--- src/rtl/arith_pkg.sv ---
// Shared definitions for the digit-serial add/subtract unit:
// operation encodings and the control state enum.
package arith_pkg;

    // Operation select, matching the 2-bit op input.
    typedef enum logic [1:0] {
        OP_ADD   = 2'b00,   // a + b
        OP_SUB   = 2'b01,   // a - b
        OP_RSUB2 = 2'b10,   // b - 2a, done as (b - a) - a in two passes
        OP_ADDC  = 2'b11    // a + b + carry_flag
    } op_t;

    // Control states of the serial engine.
    typedef enum logic [1:0] {
        IDLE  = 2'b00,
        PASS1 = 2'b01,
        PASS2 = 2'b10,
        DONE  = 2'b11
    } state_t;

    // Subtracting operations feed the inverted y digit with an initial carry of 1.
    function automatic logic op_inverts_y(input op_t o);
        return (o == OP_SUB) || (o == OP_RSUB2);
    endfunction

endpackage

--- src/rtl/digit_adder.sv ---
// DIGIT-bit ripple-carry adder slice: sum = x + y + cin.
// Also exposes the carry into the top bit so the caller can form
// two's-complement overflow as c_msb_in ^ cout.
module digit_adder #(
    parameter int DIGIT = 1
) (
    input  logic [DIGIT-1:0] x,
    input  logic [DIGIT-1:0] y,
    input  logic             cin,
    output logic [DIGIT-1:0] sum,
    output logic             cout,
    output logic             c_msb_in
);

    logic [DIGIT:0] c;

    // Ripple of full adders, LSB to MSB.
    always_comb begin
        c   = '0;
        sum = '0;
        c[0] = cin;
        for (int i = 0; i < DIGIT; i++) begin
            sum[i]   = x[i] ^ y[i] ^ c[i];
            c[i + 1] = (x[i] & y[i]) | (c[i] & (x[i] ^ y[i]));
        end
        cout     = c[DIGIT];
        c_msb_in = c[DIGIT - 1];
    end

endmodule

--- src/rtl/serial_addsub_unit.sv ---
// Digit-serial add/subtract engine. Each beat adds one DIGIT-wide slice
// (LSB first) through digit_adder with the carry held in a register
// between beats. RSUB2 (b - 2a) runs two passes: (b - a), then (that - a).
//
// Handshake: start is sampled on a rising edge only in IDLE or DONE; an
// accepted start raises busy from the next cycle. busy stays high for the
// N (or 2N) beat cycles, then done pulses for exactly one cycle with busy
// low, and s/c_out/ovf update on the edge entering DONE and hold until the
// next completion. start seen during busy is dropped, never queued.
module serial_addsub_unit
    import arith_pkg::*;
#(
    parameter int WIDTH = 16,
    parameter int DIGIT = 1
) (
    input  logic             clk,
    input  logic             rst,
    input  logic             start,
    input  logic [1:0]       op,
    input  logic [WIDTH-1:0] a,
    input  logic [WIDTH-1:0] b,
    output logic             busy,
    output logic             done,
    output logic [WIDTH-1:0] s,
    output logic             c_out,
    output logic             ovf,
    output state_t           dbg_state
);

    localparam int N  = WIDTH / DIGIT;
    localparam int CW = (N > 1) ? $clog2(N) : 1;

    state_t           state;
    op_t              op_r;
    logic [CW-1:0]    cnt;
    logic [WIDTH-1:0] x_sh;     // x operand, consumed DIGIT bits per beat
    logic [WIDTH-1:0] y_sh;     // y operand, consumed DIGIT bits per beat
    logic [WIDTH-1:0] a_r;      // copy of a for the second RSUB2 pass
    logic [WIDTH-1:0] res;      // result digits enter from the MSB end
    logic             carry;
    logic             c1;       // pass-1 carry of RSUB2
    logic             ov1;      // pass-1 overflow of RSUB2

    logic [DIGIT-1:0] x_dig;
    logic [DIGIT-1:0] y_dig;
    logic [DIGIT-1:0] sum_dig;
    logic             cout_dig;
    logic             c_msb_dig;
    logic [WIDTH-1:0] res_next;
    logic             last_beat;
    logic             beat_ovf;

    assign dbg_state = state;

    // Operand digit selection, result shift and end-of-pass detection.
    always_comb begin
        x_dig     = x_sh[DIGIT-1:0];
        y_dig     = op_inverts_y(op_r) ? ~y_sh[DIGIT-1:0] : y_sh[DIGIT-1:0];
        res_next  = (res >> DIGIT) | (WIDTH'(sum_dig) << (WIDTH - DIGIT));
        last_beat = (cnt == CW'(N - 1));
        beat_ovf  = c_msb_dig ^ cout_dig;
    end

    digit_adder #(
        .DIGIT (DIGIT)
    ) u_digit_adder (
        .x        (x_dig),
        .y        (y_dig),
        .cin      (carry),
        .sum      (sum_dig),
        .cout     (cout_dig),
        .c_msb_in (c_msb_dig)
    );

    // Control FSM with datapath registers and registered outputs.
    always_ff @(posedge clk or posedge rst) begin
        if (rst) begin
            state <= IDLE;
            op_r  <= OP_ADD;
            cnt   <= '0;
            x_sh  <= '0;
            y_sh  <= '0;
            a_r   <= '0;
            res   <= '0;
            carry <= 1'b0;
            c1    <= 1'b0;
            ov1   <= 1'b0;
            busy  <= 1'b0;
            done  <= 1'b0;
            s     <= '0;
            c_out <= 1'b0;
            ovf   <= 1'b0;
        end else begin
            done <= 1'b0;
            case (state)
                IDLE, DONE: begin
                    if (start) begin
                        op_r  <= op_t'(op);
                        x_sh  <= (op_t'(op) == OP_RSUB2) ? b : a;
                        y_sh  <= (op_t'(op) == OP_RSUB2) ? a : b;
                        a_r   <= a;
                        cnt   <= '0;
                        case (op_t'(op))
                            OP_ADD:  carry <= 1'b0;
                            OP_ADDC: carry <= c_out;
                            default: carry <= 1'b1;
                        endcase
                        busy  <= 1'b1;
                        state <= PASS1;
                    end else begin
                        busy  <= 1'b0;
                        state <= IDLE;
                    end
                end

                PASS1: begin
                    x_sh  <= x_sh >> DIGIT;
                    y_sh  <= y_sh >> DIGIT;
                    res   <= res_next;
                    carry <= cout_dig;
                    cnt   <= cnt + CW'(1);
                    if (last_beat) begin
                        if (op_r == OP_RSUB2) begin
                            // Second pass subtracts a again from the pass-1 result.
                            c1    <= cout_dig;
                            ov1   <= beat_ovf;
                            x_sh  <= res_next;
                            y_sh  <= a_r;
                            carry <= 1'b1;
                            cnt   <= '0;
                            state <= PASS2;
                        end else begin
                            s     <= res_next;
                            c_out <= cout_dig;
                            ovf   <= beat_ovf;
                            busy  <= 1'b0;
                            done  <= 1'b1;
                            state <= DONE;
                        end
                    end
                end

                PASS2: begin
                    x_sh  <= x_sh >> DIGIT;
                    y_sh  <= y_sh >> DIGIT;
                    res   <= res_next;
                    carry <= cout_dig;
                    cnt   <= cnt + CW'(1);
                    if (last_beat) begin
                        s     <= res_next;
                        c_out <= c1 & cout_dig;
                        ovf   <= ov1 | beat_ovf;
                        busy  <= 1'b0;
                        done  <= 1'b1;
                        state <= DONE;
                    end
                end

                default: begin
                    busy  <= 1'b0;
                    state <= IDLE;
                end
            endcase
        end
    end

endmodule

--- config.mk ---
export PLATFORM = sky130hd
export DESIGN_NAME = serial_addsub_unit
export DESIGN_NICKNAME = d
export VERILOG_FILES = /design/src/rtl/arith_pkg.sv /design/src/rtl/digit_adder.sv /design/src/rtl/serial_addsub_unit.sv
export SDC_FILE = /design/constraint.sdc
export NUM_CORES = 1
export LEC_CHECK = 0
export ABC_AREA = 1
export CORE_ASPECT_RATIO = 2
export CORE_MARGIN = 4
export CORE_UTILIZATION = 56
export DETAILED_ROUTE_END_ITERATION = 16
export GPL_TIMING_DRIVEN = 0
export PLACE_DENSITY = 0.79
export SYNTH_ARGS = -nofsm -noshare
export SYNTH_HDL_FRONTEND = slang
export SYNTH_HIERARCHICAL = 1
export SYNTH_SLANG_ARGS = --single-unit
--- constraint.sdc ---
create_clock -name clk -period 3.5 [get_ports clk]
set_input_delay 0.525 -clock clk [delete_from_list [all_inputs] [get_ports clk]]
set_output_delay 0.525 -clock clk [all_outputs]
set_load 0.01 [all_outputs]
==> key figures, run 1 <==
Clocking
  • Clk buf depth: 2
  • H-tree depth: 3
  • Clk sinks: 94
  • CTS resizes: 0
  • CTS buffer count: 9
  • CTS tree: built
  • Post-CTS Setup Repair Bufs: 0
  • Skew-Pair Late Insertion Delay: 0.35 ns
  • Worst-path clk slew: around 0.07 ns
  • Root Buffer: clkbuf_16
  • CTS Hold Bufs: 0

Placement
  • Routability cong.: roughly 0.96
  • DP Cell Count: 780
  • Number of port buffers: between 50 and 60
  • Dpl hpwl: 9160 um
  • Worst slack, placed: 1.35 ns
  • Placed cell areas: between 0.005 and 0.006 sq mm

Yosys
  • Largest cells by area after synthesis: dfrtp_1, nand2_1, nand3_1
  • Count leader, synth: nand2_1
  • Post-synth EDFFs: 0
  • Synth Cell Area: 0.00483 sq mm
  • Synth top area share: 48.7%
  • Main synth FF type: dfrtp_1
  • Register area share after synthesis: around half
  • Asr flop ratio synth: between 90% and 100%
  • Post-synth cell types: 29
  • Ys Warns: 6
  • Syn Nets: between 600 and 700
  • Syn Inst Count: between 600 and 700
  • Post-synthesis register bit count: 94
  • Synth top cells by count: nand2_1, nand3_1, dfrtp_1
  • Post-synth top area cell: dfrtp_1
  • Mean cell area of the mapped netlist: a little under 8 sq um

Critical path
  • Critical path arrival: 2.25 ns
  • Critical Path Sink Type: register
  • R2R setup slack: 1.49 ns
  • Crit. Startpoint: op_r[0]
  • Critical path startpoint category: register
  • Data required, critical path: ~3.7 ns
  • CP Class: reg2reg
  • R2R Path Start: op_r[0]
  • Crit Path Max Fanout: 4

Power and ir drop
  • Max VDD drop: around 0.57 mV
  • Leak pwr: roughly 2.9 nW
  • Power density cells: between 900 and 1000 mW/mm^2

Global route
  • Antenna violations before repair: 0
  • Largest net degree at the start of global routing: 76
  • GRT Util Overall: between 20% and 30%
  • First-pass GRT wire length: between 20000 and 25000 um
  • Gr ovfl total: 0
  • Vias in the first global route: 4455

STA
  • RSZ-0062 raised after global routing: false
  • Fin worst setup slack: roughly 1.5 ns
  • Setup violators final: 0
  • Slew @ Worst Pin: ~0.58 ns
  • Period utilisation layout: between 50% and 60%
  • TNS Setup: 0 ns
  • Slew HR: 61.6%
  • Clk_skew: ~0.0073 ns
  • Min Tclk post-route: around 2.0 ns
  • Final Hold Vio Count: 0
  • Max Slew Vio Count: 0
  • Max Clk Rate: between 0.4 and 0.5 GHz

Floorplan
  • Row count: between 40 and 50
  • Die height: 139 um
  • Chip width: between 70 and 80 um
  • Boundary Pins: 59
  • Die area: 0.0103 sq mm
  • Initial Util: between 50% and 60%
  • Core Box Area: 0.00835 sq mm

Final layout
  • Ant. Diodes: 0
  • Nets@finish: 735
  • Finished Layout Cells: slightly below 800
  • Fin util: 70.0%
  • Share of layout cells above drive strength 1: 9.17%
  • Post-route cell area: approximately 0.0058 sq mm
  • Area Overhead vs Synth: 21.1%

Run
  • Max-cap viol count: 0

Drt
  • Vias: ~4400
  • Highest Signal Layer: met4
  • Vias per Instance: between 5 and 6
  • Post-detailed-route count of antenna-violating nets: 0
  • First-pass iteration count of the detailed router: 5
  • DR iter-0 viols: 245
  • Total wire length: between 10000 and 15000 um
  • Routed WL per cell: 15.6 um
  • M1 WL: approximately 4600 um
  • Metal2 WL: between 6000 and 7000 um
  • Met3 wire len: 713 um
  • DRC violations left: 0

Outcome
  • Outcome: complete, no violations

Worst hold path
  • Path category of the worst min-delay check: in2async
[routing by layer]
layer  vias up  GRT usage, %
met5         -             0
met2       194          44.2
met4         0          14.4
li1       2107             -
met1      2012          29.5
met3        38          4.33
[stage by stage]
| step | power [mW] | hold slack, ns |
|---|---|---|
| floorplan | 3.50 | 0.437 |
| global placement | 4.29 | 0.453 |
| detailed placement | 4.38 | 0.462 |
| CTS | 5.35 | 0.479 |
| global route | 5.72 | 0.501 |
| finish | 5.34 | 0.472 |
[layout make-up]
class / instances / area, sq um
fillers: 704 / 2500
flip-flops and latches: 94 / 2350
multi-input cells: 432 / 2040
repair buffers: 59 / 608
inverters: 61 / 234
clock buffers: 9 / 225
plain buffers: 36 / 199
well taps: 98 / 123
clock inverters: 7 / 61.3
[final timing paths]
check / depth (start not counted) / endpoint
setup / recovery: 8 / ovf
min in group clk: 2 / c1
setup reg to reg: 8 / ovf
max in group asynchronous: 3 / s[12]
hold reg to reg: 2 / c1
hold / removal: 2 / busy
[cells by family (layout without fill, tap and decap cells)]
kind of cell | Yosys count | after routing | synth area share (%)
XOR/XNOR | 4 | 4 | 0.726
flip-flops | 94 | 94 | 48.7
adder cells (fa/ha/maj) | 5 | 5 | 1.45
buffers and inverters | 97 | 172 | 8.92
AO/OA/AOI/OAI | 63 | 63 | 8.12
AND/OR/NAND/NOR | 360 | 360 | 32.0
[placed cells by master, fill, tap and decap left out, drive strengths merged]
cell type	instances
nor2	34
nand3	98
a21oi	2
nand2	211
inv	66
clkbuf	24
fa	1
ha	4
o21ai	57
buf	22
a31oi	1
clkinvlp	2
xnor2	3
a22o	2
and2	15
nand4	2
dfrtp	94
clkdlybuf4s50	58
o211ai	1
xor2	1
[registers in the layout, indices dropped and copies added, names as in the netlist]
register,flops
a_r,16
s,16
x_sh,16
y_sh,16
res,15
cnt,4
dbg_state,2
op_r,2
busy,1
c1,1
c_out,1
carry,1
done,1
ov1,1
ovf,1
[worst max-delay path: stages, from the launching register on]
cell and delay (ns):
dfrtp_1 0.35, inv_1 0.05, ha_1 0.33, xnor2_1 0.16, fa_1 0.51, xnor2_1 0.28, nand2_1 0.09, nand2_1 0.08
nand2_1 0.05
[report_power, final]
| group | internal, mW | switching [mW] | total (mW) |
|---|---|---|---|
| clock network | 0.497 | 0.458 | 0.955 |
| logic | 0.922 | 1.69 | 2.61 |
| registers | 1.52 | 0.250 | 1.77 |
| total | 2.94 | 2.40 | 5.34 |
(Power assumes the default switching activity.)
==> inputs of run 2 (changes only) <==
CORE_UTILIZATION = 50   (was 56)
PLACE_DENSITY = 0.75   (was 0.79)
clock period = 1.8 ns   (was 3.5 ns; I/O delays follow)
==> key figures, run 2 (same netlist as run 1, synthesis figures left out) <==
Final layout
  • Ant. Diodes: 0 (unchanged)
  • Fillers: 781 (was 704)
  • Share of layout cells above drive strength 1: 11.7% (was 9.17%)
  • Nets@finish: 739 (was 735)
  • Most frequent cells in the layout: nand2_1, nand3_1, dfrtp_1 (unchanged)
  • Area Overhead vs Synth: 24.2% (was 21.1%)
  • Commonest non-fill, non-tap cell in the layout: nand2_1 (unchanged)
  • Fin util: 63.9% (was 70.0%)

Floorplan
  • Chip width: 77.5 um (was 73.6 um)
  • Die height: 147 um (was 139 um)
  • Boundary Pins: 59 (unchanged)
  • Row count: 50 (was 47)
  • Die area: 0.0114 sq mm (was 0.0103 sq mm)
  • Core Box Area: 0.00938 sq mm (was 0.00835 sq mm)
  • Initial Util: 51.4% (was 57.8%)

STA
  • Slew @ Worst Pin: 0.551 ns (was 0.577 ns)
  • Slew HR: 63.3% (was 61.6%)
  • Max Clk Rate: 0.586 GHz (was 0.498 GHz)
  • RSZ-0062 raised after global routing: false (unchanged)
  • TNS Setup: 0 ns (unchanged)
  • Worst Hold Slack: 0.263 ns (was 0.472 ns)
  • Final Hold Vio Count: 0 (unchanged)
  • Setup violators final: 0 (unchanged)
  • Clk_skew: 0.0105 ns (was 0.00729 ns)
  • Max Slew Vio Count: 0 (unchanged)
  • Period utilisation layout: 94.7% (was 57.4%)
  • Min Tclk post-route: 1.71 ns (was 2.01 ns)

Power and ir drop
  • Power density cells: 1790 mW/mm^2 (was 914 mW/mm^2)
  • Int Pwr: 6.00 mW (was 2.94 mW)
  • Leak pwr: 2.95 nW (was 2.89 nW)
  • Comb pwr share: 50.7% (was 48.9%)
  • Clock share of power: 17.2% (was 17.9%)
  • Sequential Power Share: 32.1% (was 33.2%)
  • Switching share of power: 44.1% (was 44.9%)
  • Max VDD drop: 0.918 mV (was 0.567 mV)
  • Switch Pwr: 4.74 mW (was 2.40 mW)

Clocking
  • H-tree depth: 3 (unchanged)
  • CTS tree: built (unchanged)
  • Skew-Pair Late Insertion Delay: 0.35 ns (about the same)
  • Clk buf depth: 2 (unchanged)
  • Worst-path clk slew: 0.07 ns (about the same)
  • Root Buffer: clkbuf_16 (unchanged)
  • Clk sinks: 94 (unchanged)
  • CTS buffer count: 9 (unchanged)

Worst hold path
  • Path category of the worst min-delay check: in2async (unchanged)

Placement
  • Number of port buffers: 58 (unchanged)
  • Routability cong.: 0.951 (was 0.957)
  • Dpl hpwl: 9290 um (was 9160 um)

Global route
  • Largest net degree at the start of global routing: 41 (was 76)
  • Gr ovfl total: 0 (unchanged)
  • First-pass GRT wire length: 20100 um (was 20700 um)
  • GRT Util Overall: 22.5% (was 25.9%)
  • Antenna violations before repair: 0 (unchanged)
  • Vias in the first global route: 4434 (was 4455)

Outcome
  • Outcome: complete, no violations (unchanged)

Drt
  • DR iter-0 viols: 267 (was 245)
  • Total wire length: 12300 um (was 12400 um)
  • M1 WL: 4450 um (was 4580 um)
  • Highest Signal Layer: met4 (unchanged)
  • Routed WL per cell: 15.3 um (was 15.6 um)
  • Post-detailed-route count of antenna-violating nets: 0 (unchanged)
  • First-pass iteration count of the detailed router: 6 (was 5)
  • Vias: 4316 (was 4351)
  • DRC violations left: 0 (unchanged)
  • Vias per Instance: 5.35 (was 5.47)
  • Metal2 WL: 6710 um (was 6700 um)
  • Met3 wire len: 618 um (was 713 um)

Critical path
  • CP Class: reg2reg (unchanged)
  • Data required, critical path: 2.08 ns (was 3.74 ns)
  • Crit Path Max Fanout: 10 (was 4)
  • Critical path startpoint category: register (unchanged)
  • Critical Path Sink Type: register (unchanged)
  • Critical path arrival: 1.99 ns (was 2.25 ns)

Run
  • Max-cap viol count: 0 (unchanged)
[run 2: cell types whose count changed in the layout (fill, tap and decap cells not counted), moves of 2 or more]
| cell | change |
|---|---|
| buf_12 | +2 |
| buf_2 | -7 |
| buf_4 | +4 |
| buf_6 | +4 |
| clkbuf_1 | -6 |
| clkbuf_2 | +6 |
| clkbuf_4 | +2 |
| ha_1 | -2 |
| inv_4 | -2 |
| inv_6 | -2 |
| xnor2_1 | -2 |
| xnor2_2 | +2 |
[run 2: critical path, cell delays in order (launching register included)]
cell,delay (ns)
dfrtp_1,0.40
ha_1,0.31
buf_6,0.15
clkinv_8,0.07
clkbuf_1,0.42
nand3_1,0.17
nand3_1,0.11
[run 2: power groups by stage]
stage                     Combinational (mW)  Clock, mW  Sequential, mW
after floorplan                         3.38          0            3.43
after global placement                  4.92          0            3.43
after detailed placement                5.05          0            3.46
after CTS                               5.20       1.87            3.43
after global routing                    6.00       1.95            3.54
final                                   5.45       1.85            3.44
[run 2: worst paths after layout]
kind                            depth (start not counted)         start      endpoint  slack (ns)
worst max-delay path                                    6  dbg_state[1]       y_sh[9]        0.09
min in group clk                                        2         s[13]         s[13]        0.48
worst max register to register                          6  dbg_state[1]       y_sh[9]        0.09
worst min-delay path                                    2           rst  dbg_state[1]        0.26
worst min register to register                          2         s[13]         s[13]        0.48
max in group asynchronous                               4           rst        a_r[2]        0.75
[run 2: layer usage]
layer,up-vias,track usage (%)
met3,52,3.74
li1,2112,-
met5,-,0
met4,0,14.5
met1,1979,22.9
met2,173,41.3
[run 2: layout make-up]
type | count | area, sq um | share of cell area (%)
flip-flops and latches | 94 | 2350 | 39.3
well taps | 104 | 130 | 2.17
plain buffers | 36 | 239 | 3.99
inverters | 61 | 245 | 4.09
multi-input cells | 432 | 2090 | 34.9
repair buffers | 63 | 643 | 10.7
clock buffers | 9 | 225 | 3.76
clock inverters | 7 | 63.8 | 1.06
[run 2: what timing repair did]
action | 4_1_cts | 5_1_grt
resized for setup | 9 | 27
pin swaps | 1 | 2
setup endpoints to repair | 40 | 74
hold buffers | 0 | 0
buffers inserted | 1 | 2
[run 2: stage by stage]
stage               setup slack (ns)  cells  total power, mW  instance area (sq um)
finish                        0.0946    806             10.7                   5990
global route                 0.00219    806             11.5                   5990
CTS                          0.00585    804             10.5                   5910
detailed placement            -0.126    787             8.51                   5580
global placement              -0.552    785             8.34                   5540
floorplan                     0.0715    623             6.81                   4830
